===== config.mk =====
export PLATFORM = sky130hd
export DESIGN_NAME = pipeline_control
export DESIGN_NICKNAME = d
export VERILOG_FILES = /design/src/rtl/ctrl_pkg.sv /design/src/rtl/ctrl_decoder.sv /design/src/rtl/pipeline_control.sv
export SDC_FILE = /design/constraint.sdc
export NUM_CORES = 1
export LEC_CHECK = 0
export ABC_AREA = 1
export CAP_MARGIN = 5
export CORE_ASPECT_RATIO = 1.5
export CORE_UTILIZATION = 45
export CTS_CLUSTER_DIAMETER = 120
export DETAILED_ROUTE_END_ITERATION = 8
export GPL_TIMING_DRIVEN = 0
export PLACE_DENSITY = 0.73
export SYNTH_ARGS = -nofsm -noshare
export SYNTH_HDL_FRONTEND = slang
export SYNTH_HIERARCHICAL = 1
export SYNTH_SLANG_ARGS = --single-unit

===== constraint.sdc =====
create_clock -name clk -period 2.4 [get_ports clk]
set_input_delay 0.48 -clock clk [delete_from_list [all_inputs] [get_ports clk]]
set_output_delay 0.48 -clock clk [all_outputs]
set_load 0.01 [all_outputs]

===== src/rtl/ctrl_pkg.sv =====
// rtl/ctrl_pkg.sv - shared encodings, control bundle types and helpers for pipeline_control
package ctrl_pkg;

    localparam logic [6:0] OP_R      = 7'b0110011;
    localparam logic [6:0] OP_I      = 7'b0010011;
    localparam logic [6:0] OP_LOAD   = 7'b0000011;
    localparam logic [6:0] OP_STORE  = 7'b0100011;
    localparam logic [6:0] OP_BRANCH = 7'b1100011;
    localparam logic [6:0] OP_JAL    = 7'b1101111;
    localparam logic [6:0] OP_JALR   = 7'b1100111;
    localparam logic [6:0] OP_LUI    = 7'b0110111;
    localparam logic [6:0] OP_AUIPC  = 7'b0010111;

    localparam logic [3:0] ALU_ADD   = 4'b0000;
    localparam logic [3:0] ALU_SUB   = 4'b0001;
    localparam logic [3:0] ALU_AND   = 4'b0010;
    localparam logic [3:0] ALU_OR    = 4'b0011;
    localparam logic [3:0] ALU_XOR   = 4'b0100;
    localparam logic [3:0] ALU_SLT   = 4'b0101;
    localparam logic [3:0] ALU_SLTU  = 4'b0110;
    localparam logic [3:0] ALU_SLL   = 4'b0111;
    localparam logic [3:0] ALU_SRL   = 4'b1000;
    localparam logic [3:0] ALU_PASSB = 4'b1001;
    localparam logic [3:0] ALU_SRA   = 4'b1011;

    localparam logic [2:0] IMM_I = 3'b000;
    localparam logic [2:0] IMM_S = 3'b001;
    localparam logic [2:0] IMM_B = 3'b010;
    localparam logic [2:0] IMM_J = 3'b011;
    localparam logic [2:0] IMM_U = 3'b100;

    localparam logic [1:0] RES_ALU = 2'b00;
    localparam logic [1:0] RES_MEM = 2'b01;
    localparam logic [1:0] RES_PC4 = 2'b10;

    localparam logic [1:0] PC_PLUS4  = 2'b00;
    localparam logic [1:0] PC_TARGET = 2'b01;
    localparam logic [1:0] PC_ALU    = 2'b10;

    localparam logic [1:0] FWD_RF = 2'b00;
    localparam logic [1:0] FWD_W  = 2'b01;
    localparam logic [1:0] FWD_M  = 2'b10;

    // Full decode bundle carried from D into E
    typedef struct packed {
        logic       reg_write;
        logic [1:0] result_src;
        logic       mem_write;
        logic       branch;
        logic       jump;
        logic       jalr;
        logic [3:0] alu_control;
        logic       alu_src_a;
        logic       alu_src_b;
        logic [2:0] funct3;
        logic [4:0] rd;
        logic [4:0] rs1;
        logic [4:0] rs2;
    } ctrl_bundle_t;

    // Subset still needed once the instruction has left Execute
    typedef struct packed {
        logic       reg_write;
        logic [1:0] result_src;
        logic       mem_write;
        logic [2:0] funct3;
        logic [4:0] rd;
    } mem_ctrl_t;

    typedef struct packed {
        logic       reg_write;
        logic [1:0] result_src;
        logic [4:0] rd;
    } wb_ctrl_t;

    localparam ctrl_bundle_t BUBBLE = '0;

    // ALU operation from funct3; alt selects sub/sra
    function automatic logic [3:0] alu_op(input logic [2:0] f3, input logic alt);
        case (f3)
            3'b000:  return alt ? ALU_SUB : ALU_ADD;
            3'b001:  return ALU_SLL;
            3'b010:  return ALU_SLT;
            3'b011:  return ALU_SLTU;
            3'b100:  return ALU_XOR;
            3'b101:  return alt ? ALU_SRA : ALU_SRL;
            3'b110:  return ALU_OR;
            default: return ALU_AND;
        endcase
    endfunction

    // A writing stage whose non-zero rd matches a source register
    function automatic logic rd_hits(input logic wr, input logic [4:0] rd, input logic [4:0] rs);
        return wr && (rd != 5'd0) && (rd == rs);
    endfunction

endpackage


===== src/rtl/ctrl_decoder.sv =====
// rtl/ctrl_decoder.sv - combinational RV32I opcode/funct to control bundle decoder
module ctrl_decoder
    import ctrl_pkg::*;
(
    input  logic [31:0]  instr_i,
    output ctrl_bundle_t bundle_o,
    output logic [2:0]   imm_src_o,
    output logic         illegal_o
);

    logic [6:0] op;
    logic [2:0] f3;
    logic [6:0] f7;
    ctrl_bundle_t b;
    logic [2:0]   imm;
    logic         ill;

    assign op = instr_i[6:0];
    assign f3 = instr_i[14:12];
    assign f7 = instr_i[31:25];

    // Decode the instruction; anything outside RV32I collapses to a bubble
    always_comb begin
        b      = BUBBLE;
        imm    = IMM_I;
        ill    = 1'b0;
        b.funct3 = f3;
        b.rd     = instr_i[11:7];
        b.rs1    = instr_i[19:15];
        b.rs2    = instr_i[24:20];
        case (op)
            OP_R: begin
                b.reg_write   = 1'b1;
                b.alu_control = alu_op(f3, f7[5]);
                if (f7 != 7'b0 && !(f7 == 7'b0100000 && (f3 == 3'b000 || f3 == 3'b101)))
                    ill = 1'b1;
            end
            OP_I: begin
                b.reg_write   = 1'b1;
                b.alu_src_b   = 1'b1;
                b.alu_control = alu_op(f3, (f3 == 3'b101) && f7[5]);
                if (f3 == 3'b001 && f7 != 7'b0)
                    ill = 1'b1;
                if (f3 == 3'b101 && f7 != 7'b0 && f7 != 7'b0100000)
                    ill = 1'b1;
            end
            OP_LOAD: begin
                b.reg_write   = 1'b1;
                b.result_src  = RES_MEM;
                b.alu_src_b   = 1'b1;
                if (f3 == 3'b011 || f3 == 3'b110 || f3 == 3'b111)
                    ill = 1'b1;
            end
            OP_STORE: begin
                b.mem_write   = 1'b1;
                b.alu_src_b   = 1'b1;
                imm           = IMM_S;
                if (f3 > 3'b010)
                    ill = 1'b1;
            end
            OP_BRANCH: begin
                b.branch      = 1'b1;
                b.alu_control = ALU_SUB;
                imm           = IMM_B;
                if (f3 == 3'b010 || f3 == 3'b011)
                    ill = 1'b1;
            end
            OP_JAL: begin
                b.reg_write   = 1'b1;
                b.result_src  = RES_PC4;
                b.jump        = 1'b1;
                imm           = IMM_J;
            end
            OP_JALR: begin
                b.reg_write   = 1'b1;
                b.result_src  = RES_PC4;
                b.jalr        = 1'b1;
                b.alu_src_b   = 1'b1;
                if (f3 != 3'b000)
                    ill = 1'b1;
            end
            OP_LUI: begin
                b.reg_write   = 1'b1;
                b.alu_src_b   = 1'b1;
                b.alu_control = ALU_PASSB;
                imm           = IMM_U;
            end
            OP_AUIPC: begin
                b.reg_write   = 1'b1;
                b.alu_src_a   = 1'b1;
                b.alu_src_b   = 1'b1;
                imm           = IMM_U;
            end
            default: ill = 1'b1;
        endcase
        if (ill) begin
            b   = BUBBLE;
            imm = IMM_I;
        end
    end

    assign bundle_o  = b;
    assign imm_src_o = imm;
    assign illegal_o = ill;

endmodule


===== src/rtl/pipeline_control.sv =====
// rtl/pipeline_control.sv - five-stage control: stage registers, branch resolution, hazards, bypass
module pipeline_control
    import ctrl_pkg::*;
#(
    parameter int FORWARDING = 1
) (
    input  logic        clk,
    input  logic        rst,
    input  logic [31:0] instrD,
    input  logic        ZeroE,
    input  logic        LtE,
    input  logic        LtuE,
    output logic [2:0]  ImmSrcD,
    output logic        IllegalD,
    output logic [3:0]  ALUControlE,
    output logic        ALUSrcAE,
    output logic        ALUSrcBE,
    output logic [1:0]  PCSrcE,
    output logic        MemWriteM,
    output logic [2:0]  AddressingControlM,
    output logic        RegWriteW,
    output logic [1:0]  ResultSrcW,
    output logic        StallF,
    output logic        StallD,
    output logic        FlushD,
    output logic [1:0]  ForwardAE,
    output logic [1:0]  ForwardBE
);

    ctrl_bundle_t bundle_d;
    ctrl_bundle_t id_ex_d, id_ex_q;
    mem_ctrl_t    ex_mem_d, ex_mem_q;
    wb_ctrl_t     mem_wb_d, mem_wb_q;

    logic [4:0] rs1_d, rs2_d;
    logic       cond_e, redirect_e, load_use, interlock, hazard_d, flush_e;
    logic [1:0] pc_src_e;

    ctrl_decoder u_decoder (
        .instr_i   (instrD),
        .bundle_o  (bundle_d),
        .imm_src_o (ImmSrcD),
        .illegal_o (IllegalD)
    );

    assign rs1_d = instrD[19:15];
    assign rs2_d = instrD[24:20];

    // Resolve branch condition and select the next-PC source in Execute
    always_comb begin
        case (id_ex_q.funct3)
            3'b000:  cond_e = ZeroE;
            3'b001:  cond_e = !ZeroE;
            3'b100:  cond_e = LtE;
            3'b101:  cond_e = !LtE;
            3'b110:  cond_e = LtuE;
            3'b111:  cond_e = !LtuE;
            default: cond_e = 1'b0;
        endcase
        pc_src_e = PC_PLUS4;
        if (id_ex_q.jalr)
            pc_src_e = PC_ALU;
        else if (id_ex_q.jump || (id_ex_q.branch && cond_e))
            pc_src_e = PC_TARGET;
    end

    assign redirect_e = (pc_src_e != PC_PLUS4);

    // Load-use always stalls; without bypass any in-flight writer of a source stalls
    always_comb begin
        load_use = rd_hits(id_ex_q.result_src == RES_MEM, id_ex_q.rd, rs1_d)
                || rd_hits(id_ex_q.result_src == RES_MEM, id_ex_q.rd, rs2_d);
        interlock = 1'b0;
        if (FORWARDING == 0)
            interlock = rd_hits(id_ex_q.reg_write,  id_ex_q.rd,  rs1_d) || rd_hits(id_ex_q.reg_write,  id_ex_q.rd,  rs2_d)
                     || rd_hits(ex_mem_q.reg_write, ex_mem_q.rd, rs1_d) || rd_hits(ex_mem_q.reg_write, ex_mem_q.rd, rs2_d)
                     || rd_hits(mem_wb_q.reg_write, mem_wb_q.rd, rs1_d) || rd_hits(mem_wb_q.reg_write, mem_wb_q.rd, rs2_d);
        hazard_d = load_use || interlock;
    end

    // A redirect discards the stalled instruction, so it overrides the stall
    assign StallF  = hazard_d && !redirect_e;
    assign StallD  = hazard_d && !redirect_e;
    assign FlushD  = redirect_e;
    assign flush_e = hazard_d || redirect_e;

    // Bypass selection for the Execute operands, M taking priority over W
    always_comb begin
        ForwardAE = FWD_RF;
        ForwardBE = FWD_RF;
        if (FORWARDING != 0) begin
            if (rd_hits(ex_mem_q.reg_write, ex_mem_q.rd, id_ex_q.rs1))
                ForwardAE = FWD_M;
            else if (rd_hits(mem_wb_q.reg_write, mem_wb_q.rd, id_ex_q.rs1))
                ForwardAE = FWD_W;
            if (rd_hits(ex_mem_q.reg_write, ex_mem_q.rd, id_ex_q.rs2))
                ForwardBE = FWD_M;
            else if (rd_hits(mem_wb_q.reg_write, mem_wb_q.rd, id_ex_q.rs2))
                ForwardBE = FWD_W;
        end
    end

    assign id_ex_d  = flush_e ? BUBBLE : bundle_d;
    assign ex_mem_d = '{id_ex_q.reg_write, id_ex_q.result_src, id_ex_q.mem_write, id_ex_q.funct3, id_ex_q.rd};
    assign mem_wb_d = '{ex_mem_q.reg_write, ex_mem_q.result_src, ex_mem_q.rd};

    // Stage registers; reset clears every stage to a bubble at once so no store can fire
    always_ff @(posedge clk or posedge rst) begin
        if (rst) begin
            id_ex_q  <= BUBBLE;
            ex_mem_q <= '0;
            mem_wb_q <= '0;
        end else begin
            id_ex_q  <= id_ex_d;
            ex_mem_q <= ex_mem_d;
            mem_wb_q <= mem_wb_d;
        end
    end

    assign ALUControlE        = id_ex_q.alu_control;
    assign ALUSrcAE           = id_ex_q.alu_src_a;
    assign ALUSrcBE           = id_ex_q.alu_src_b;
    assign PCSrcE             = pc_src_e;
    assign MemWriteM          = ex_mem_q.mem_write;
    assign AddressingControlM = ex_mem_q.funct3;
    assign RegWriteW          = mem_wb_q.reg_write;
    assign ResultSrcW         = mem_wb_q.result_src;

endmodule


### Word level (Yosys, flattened, before mapping)

Index checks and enable logic that the tools add are counted.

| storage, ports and cells | value |
|---|---|
| output and inout port bits | 26 |
| bits of input ports | 37 |
| register bits after elaboration | 51 |

| operators by class | value |
|---|---|
| mux-type cells | 34 |
| equal/unequal tests | 30 |
| magnitude comparators | 1 |
| reduce and logical (&&, ||, !) cells | 42 |

Operators with widths:

| kind | count |
|---|---|
| 31-bit two-way mux | 2 |
| 4-bit one-hot mux with 7 select lines | 2 |
| 5-bit equality test | 6 |
| 7-bit by 6-bit equality test with 1-bit output, second input constant | 4 |
| 3-bit equality test, second input constant | 8 |
| 7-bit equality test, second input constant | 3 |
| 1-bit two-way mux | 19 |
| 1-bit logical AND | 17 |
| 4-bit one-hot mux with 4 select lines | 1 |
| 5-bit nonzero test | 3 |
| 7-bit by 5-bit equality test with 1-bit output, second input constant | 2 |
| 3-bit one-hot mux with 4 select lines | 1 |
| 2-bit two-way mux | 5 |
| 7-bit by 2-bit equality test with 1-bit output, second input constant | 1 |
| 1-bit logical OR | 7 |
| 7-bit by 6-bit != test with 1-bit output, second input constant | 1 |
| 1-bit one-hot mux with 7 select lines | 1 |
| 7-bit nonzero test | 1 |
| 7-bit OR reduction | 1 |
| 3-bit by 1-bit equality test with 1-bit output, second input constant | 2 |
| 3-bit by 2-bit equality test with 1-bit output, second input constant | 2 |
| 3-bit zero test | 2 |
| 1-bit one-hot mux with 6 select lines | 1 |
| 6-bit OR reduction | 1 |
| other kinds (9) | 14 |

### Depth between registers and ports, before layout

| logic depth | value |
|---|---|
| depth after elaboration | 9 |
| mapped depth | 13 |

### Modules after synthesis

Netlist, hierarchy kept.

By module, submodules not included:

| module | sequential area each (um^2) | area an instance (um^2) | times used | cells each |
|---|---|---|---|---|
| pipeline_control | 1,276.2 | 2,439.8 | 1 | 237 |
| ctrl_decoder | 0.0 | 680.7 | 1 | 141 |

### Least setup slack after synthesis

No wires, ideal clock.

| path | value |
|---|---|
| kind | in2out |
| from | in instrD[2] |
| to | out IllegalD |
| data required time | 1.920 ns |
| arrival time | 1.484 ns |
| path slack | 0.436 ns |
| stages | 10 |
| path buffers | 1 |
| cells stage by stage | inv_1 > nand2_2 > nor2_4 > nand2_1 > nor2_2 > nand2_1 > nand2_1 > nand2_2 > nand2_4 > buf_12 |

| between the ends | value |
|---|---|
| cells in the longest elaborated chain, start to end | 3 |
| elaborated cells on any way between the ends | 11 |
| those cells by class | eq/ne: 9; mux: 1; reduce/logical: 1 |

RTL lines:

| what | RTL line | text |
|---|---|---|
| from (decl) | pipeline_control.sv:9 | `input logic [31:0] instrD,` |
| 7-bit by 6-bit equality test with 1-bit output (tied with other cells) | ctrl_decoder.sv:31 | `case (op)` |
| 3-bit OR reduction (no source line) | -- |  |
| 1-bit one-hot mux with 7 select lines (*) | ctrl_decoder.sv:31 |  |
| to (decl) | pipeline_control.sv:14 | `output logic IllegalD,` |

Every way passes the cells marked *; elsewhere a longest branch is shown, timed or not.

### Worst setup path after layout

| path | value |
|---|---|
| from | in instrD[4] |
| to | out IllegalD |

The elaborated chain is that of the path after synthesis.

==> impl_metrics.py <==
metrics = {
    "routing": {
        "drtIter0Drc": 93,
        "wirelength_um": 6890,
        "firstDrtPassIters": 4,
        "postRouteAntennaNets": 0,
        "wl_per_cell_um": 12.6,
        "vias": 2635,
        "drcViolationCount": 0,
        "viasPerCell": 4.83,
    },
    "pwr": {
        "internal_power_mw": 1.30,
        "ir_drop_mv": 0.230,
        "powerDensity_nw_per_um2": 402,
        "p_switching_uw": 392,
        "combinationalPowerShare_pct": 14.8,
        "switching_share_pct": 23.2,
        "p_seq_share_pct": 52.3,
        "pwr-share-clk_pct": 32.9,
        "p_leak_nw": 2.14,
    },
    "cells_and_area": {
        "layout.nets": 506,
        "syn_to_final_growth_pct": 34.7,
        "final_util_pct": 63.9,
        "fill_cells": 555,
        "drive_gt1_share_pct": 30.1,
        "antenna_cells": 0,
        "stdcell_count": 545,
    },
    "logic_synthesis": {
        "synth_nets": 415,
        "synth.ff_latch_count": 51,
        "async_flop_share_pct": 100,
        "ys.warnings.count": 6,
        "yosys-top-cells-area": "dfrtp_1 41%, inv_1 9.9%, nor3_2 9.6%",
        "yosysTopAreaCellShare_pct": 40.9,
        "synth_edf_count": 0,
        "syn_area_per_cell_sq_um": 8.26,
        "yosysTopAreaCell": "dfrtp_1",
        "ys_seq_area_share_pct": 40.9,
        "netlist_instances": 378,
        "synth_cell_type_count": 27,
        "ys.flop_type": "dfrtp_1",
        "synth_commonest_cells": "82 x inv_1, 51 x dfrtp_1, 50 x nor2_1, 48 x nand2_1, 30 x nor3_2",
        "synth_area_sq_um": 3120,
        "yosysMostFrequentCell": "inv_1",
    },
    "grt": {
        "gr-usage-met1_pct": 18.3,
        "grt_pass1_vias": 2552,
        "grt_pass1_wl_um": 11000,
        "top_usage_layer": "met2",
        "grt_antenna_before_repair": 0,
        "grt.total_usage_pct": 18.9,
        "met2_usage_pct": 36.7,
        "grt-ovfl-total": 0,
        "grt_max_degree": 30,
        "grtUsageMet3_pct": 2.91,
    },
    "clock_tree": {
        "clock_latency_ps": 300,
        "clkSlewWorstSetupHoldPaths_ps": 80,
        "clock_path_buffers": 2,
        "cts_tree": "yes",
        "cts_max_level": 2,
        "cts_num_sinks": 51,
        "cts_hold_buf": 0,
        "numCtsBuffers": 5,
        "root_buffer": "clkbuf_8",
    },
    "place": {
        "placed_cells": 517,
        "place_congestion": 0.894,
        "dp_hpwl_um": 4910,
        "port_buffers": 62,
    },
    "timing": {
        "timing.final.crit_share_pct": 98.8,
        "period_needed_ps": 2370,
        "finClkSkew_ps": 4.72,
        "tightest_slew_ps": 480,
        "relSlewSlack_pct": 67.9,
        "setup_viol": 0,
        "fmax_mhz": 422,
        "hold_viol": 0,
        "slew_violations": 0,
    },
    "setup_path": {
        "cp-end-kind": "output port",
        "setup.worst_path.start": "instrD[4]",
        "startpoint_type": "input port",
        "required_ps": 1920,
        "critPathMaxFanout": 6,
        "rrSetupSlack_ps": 930,
        "endpoint": "IllegalD",
        "rr_worst_depth": 8,
        "worstPathArrival_ps": 1890,
        "critPathKind": "input port to output port",
        "rr_endpoint": "ex_mem_d[8]",
        "r2r_start": "ex_mem_d[0]",
    },
    "die": {
        "start_util_pct": 47.5,
        "die_w_um": 70.0,
        "die_h_um": 104,
        "core_sq_um": 6580,
        "rows": 36,
        "die_area_sq_um": 7280,
        "io_pins": 63,
    },
    "flow_run": {
        "maxCapViolCount": 0,
    },
    "outcome": {
        "status": "finished, final reports clean",
    },
    "worst_hold_path": {
        "hp-class": "flop to flop",
    },
}
[worst min-delay path by stage]
stage / start / to / slack (ps) / cells past startpoint
floorplan: ex_mem_d[8] / MemWriteM / 330 / 0
global placement: ex_mem_q[9] / ResultSrcW[0] / 330 / 0
detailed placement: ex_mem_d[8] / MemWriteM / 340 / 0
CTS: ex_mem_d[11] / ex_mem_q[11] / 350 / 0
global route: ex_mem_d[8] / MemWriteM / 360 / 0
finish: ex_mem_d[8] / MemWriteM / 360 / 0
[per-layer routing]
layer,wire length [um],vias to the layer above,share of wire [%]
met5,0,-,0
met4,255,0,3.7
met3,259,27,3.8
met2,3960,82,58
met1,2410,1218,35
li1,-,1308,-
[cells in the final DEF, fill, tap and decap left out, types with 2 or more instances in the layout]
master / n
inv_1: 75
dlymetal6s2s_1: 8
buf_6: 9
nand3_2: 5
inv_2: 10
clkdlybuf4s50_1: 37
nand2_2: 9
nand2_1: 44
xnor2_1: 12
nand2_4: 2
nor3_1: 5
a21oi_1: 5
nor2_4: 8
xor2_1: 13
clkbuf_8: 5
buf_12: 2
o21ai_0: 3
buf_4: 31
nor2_1: 43
dfrtp_1: 51
clkdlybuf4s15_1: 2
dlygate4sd2_1: 7
nor4_2: 2
nand4_1: 5
nand3_1: 14
nor2_2: 13
buf_2: 4
nor3_2: 33
clkbuf_2: 2
[worst max-delay path, stage by stage]
cell and delay, ps:
dlygate4sd2_1 270, inv_2 70, nor2_4 150, nand3_2 180
nand3_2 140, nand3_2 100, nor2_4 150, nand2_4 90
buf_12 130, buf_6 110
[power by group through the flow]
stage	clock, mW	combinational [mW]	sequential [mW]
2_1_floorplan	0	0.118	0.898
3_3_place_gp	0	0.212	0.900
3_5_place_dp	0	0.220	0.901
4_1_cts	0.567	0.237	0.884
5_1_grt	0.599	0.272	0.886
6_report	0.555	0.249	0.884
[cell families (layout without fill, tap and decap cells)]
kind of cell              after synthesis  count (layout)  share of synthesized area [%]
xor gates and xnor gates               25              25                           7.02
buffers and inverters                 104             195                           16.0
and+or+nand+nor                       185             185                           33.7
AOI/OAI and AO/OA                      13              13                           2.33
DFF                                    51              51                           40.9
[what timing repair did]
item | CTS | global route
buffers inserted | 17 | 4
endpoints found under the setup margin | 12 | 10
resized for setup | 57 | 28
pin swaps | 7 | 8
[stage by stage]
stage | cell area (sq um) | setup WS, ps | hold slack, ps | setup TNS [ps] | power [mW]
global placement | 3840 | -867 | 334 | -13680 | 1.11
floorplan | 3120 | 436 | 331 | 0 | 1.02
global route | 4200 | -36.0 | 360 | -100 | 1.76
CTS | 4120 | -4.98 | 353 | -7.97 | 1.69
detailed placement | 3860 | -887 | 338 | -6080 | 1.12
finish | 4200 | 30.0 | 355 | 0 | 1.69
[registers in the layout, summed over array words and instances (netlist names)]
signal              cells
ex_mem_q                8
ALUSrcBE                1
mem_wb_q                5
MemWriteM               1
RegWriteW               1
id_ex_q                13
ALUControlE             4
ALUSrcAE                1
ex_mem_d               12
AddressingControlM      3
ResultSrcW              2
[layout make-up]
type | count | area [sq um] | area share [%]
repair buffers | 84 | 786 | 18.7
inverters | 85 | 319 | 7.59
well taps | 76 | 95.1 | 2.26
flip-flops and latches | 51 | 1280 | 30.4
plain buffers | 19 | 185 | 4.41
clock inverters | 1 | 30.0 | 0.714
clock buffers | 6 | 72.6 | 1.73
multi-input cells | 223 | 1440 | 34.2
Power figures use the tool's default switching activity.
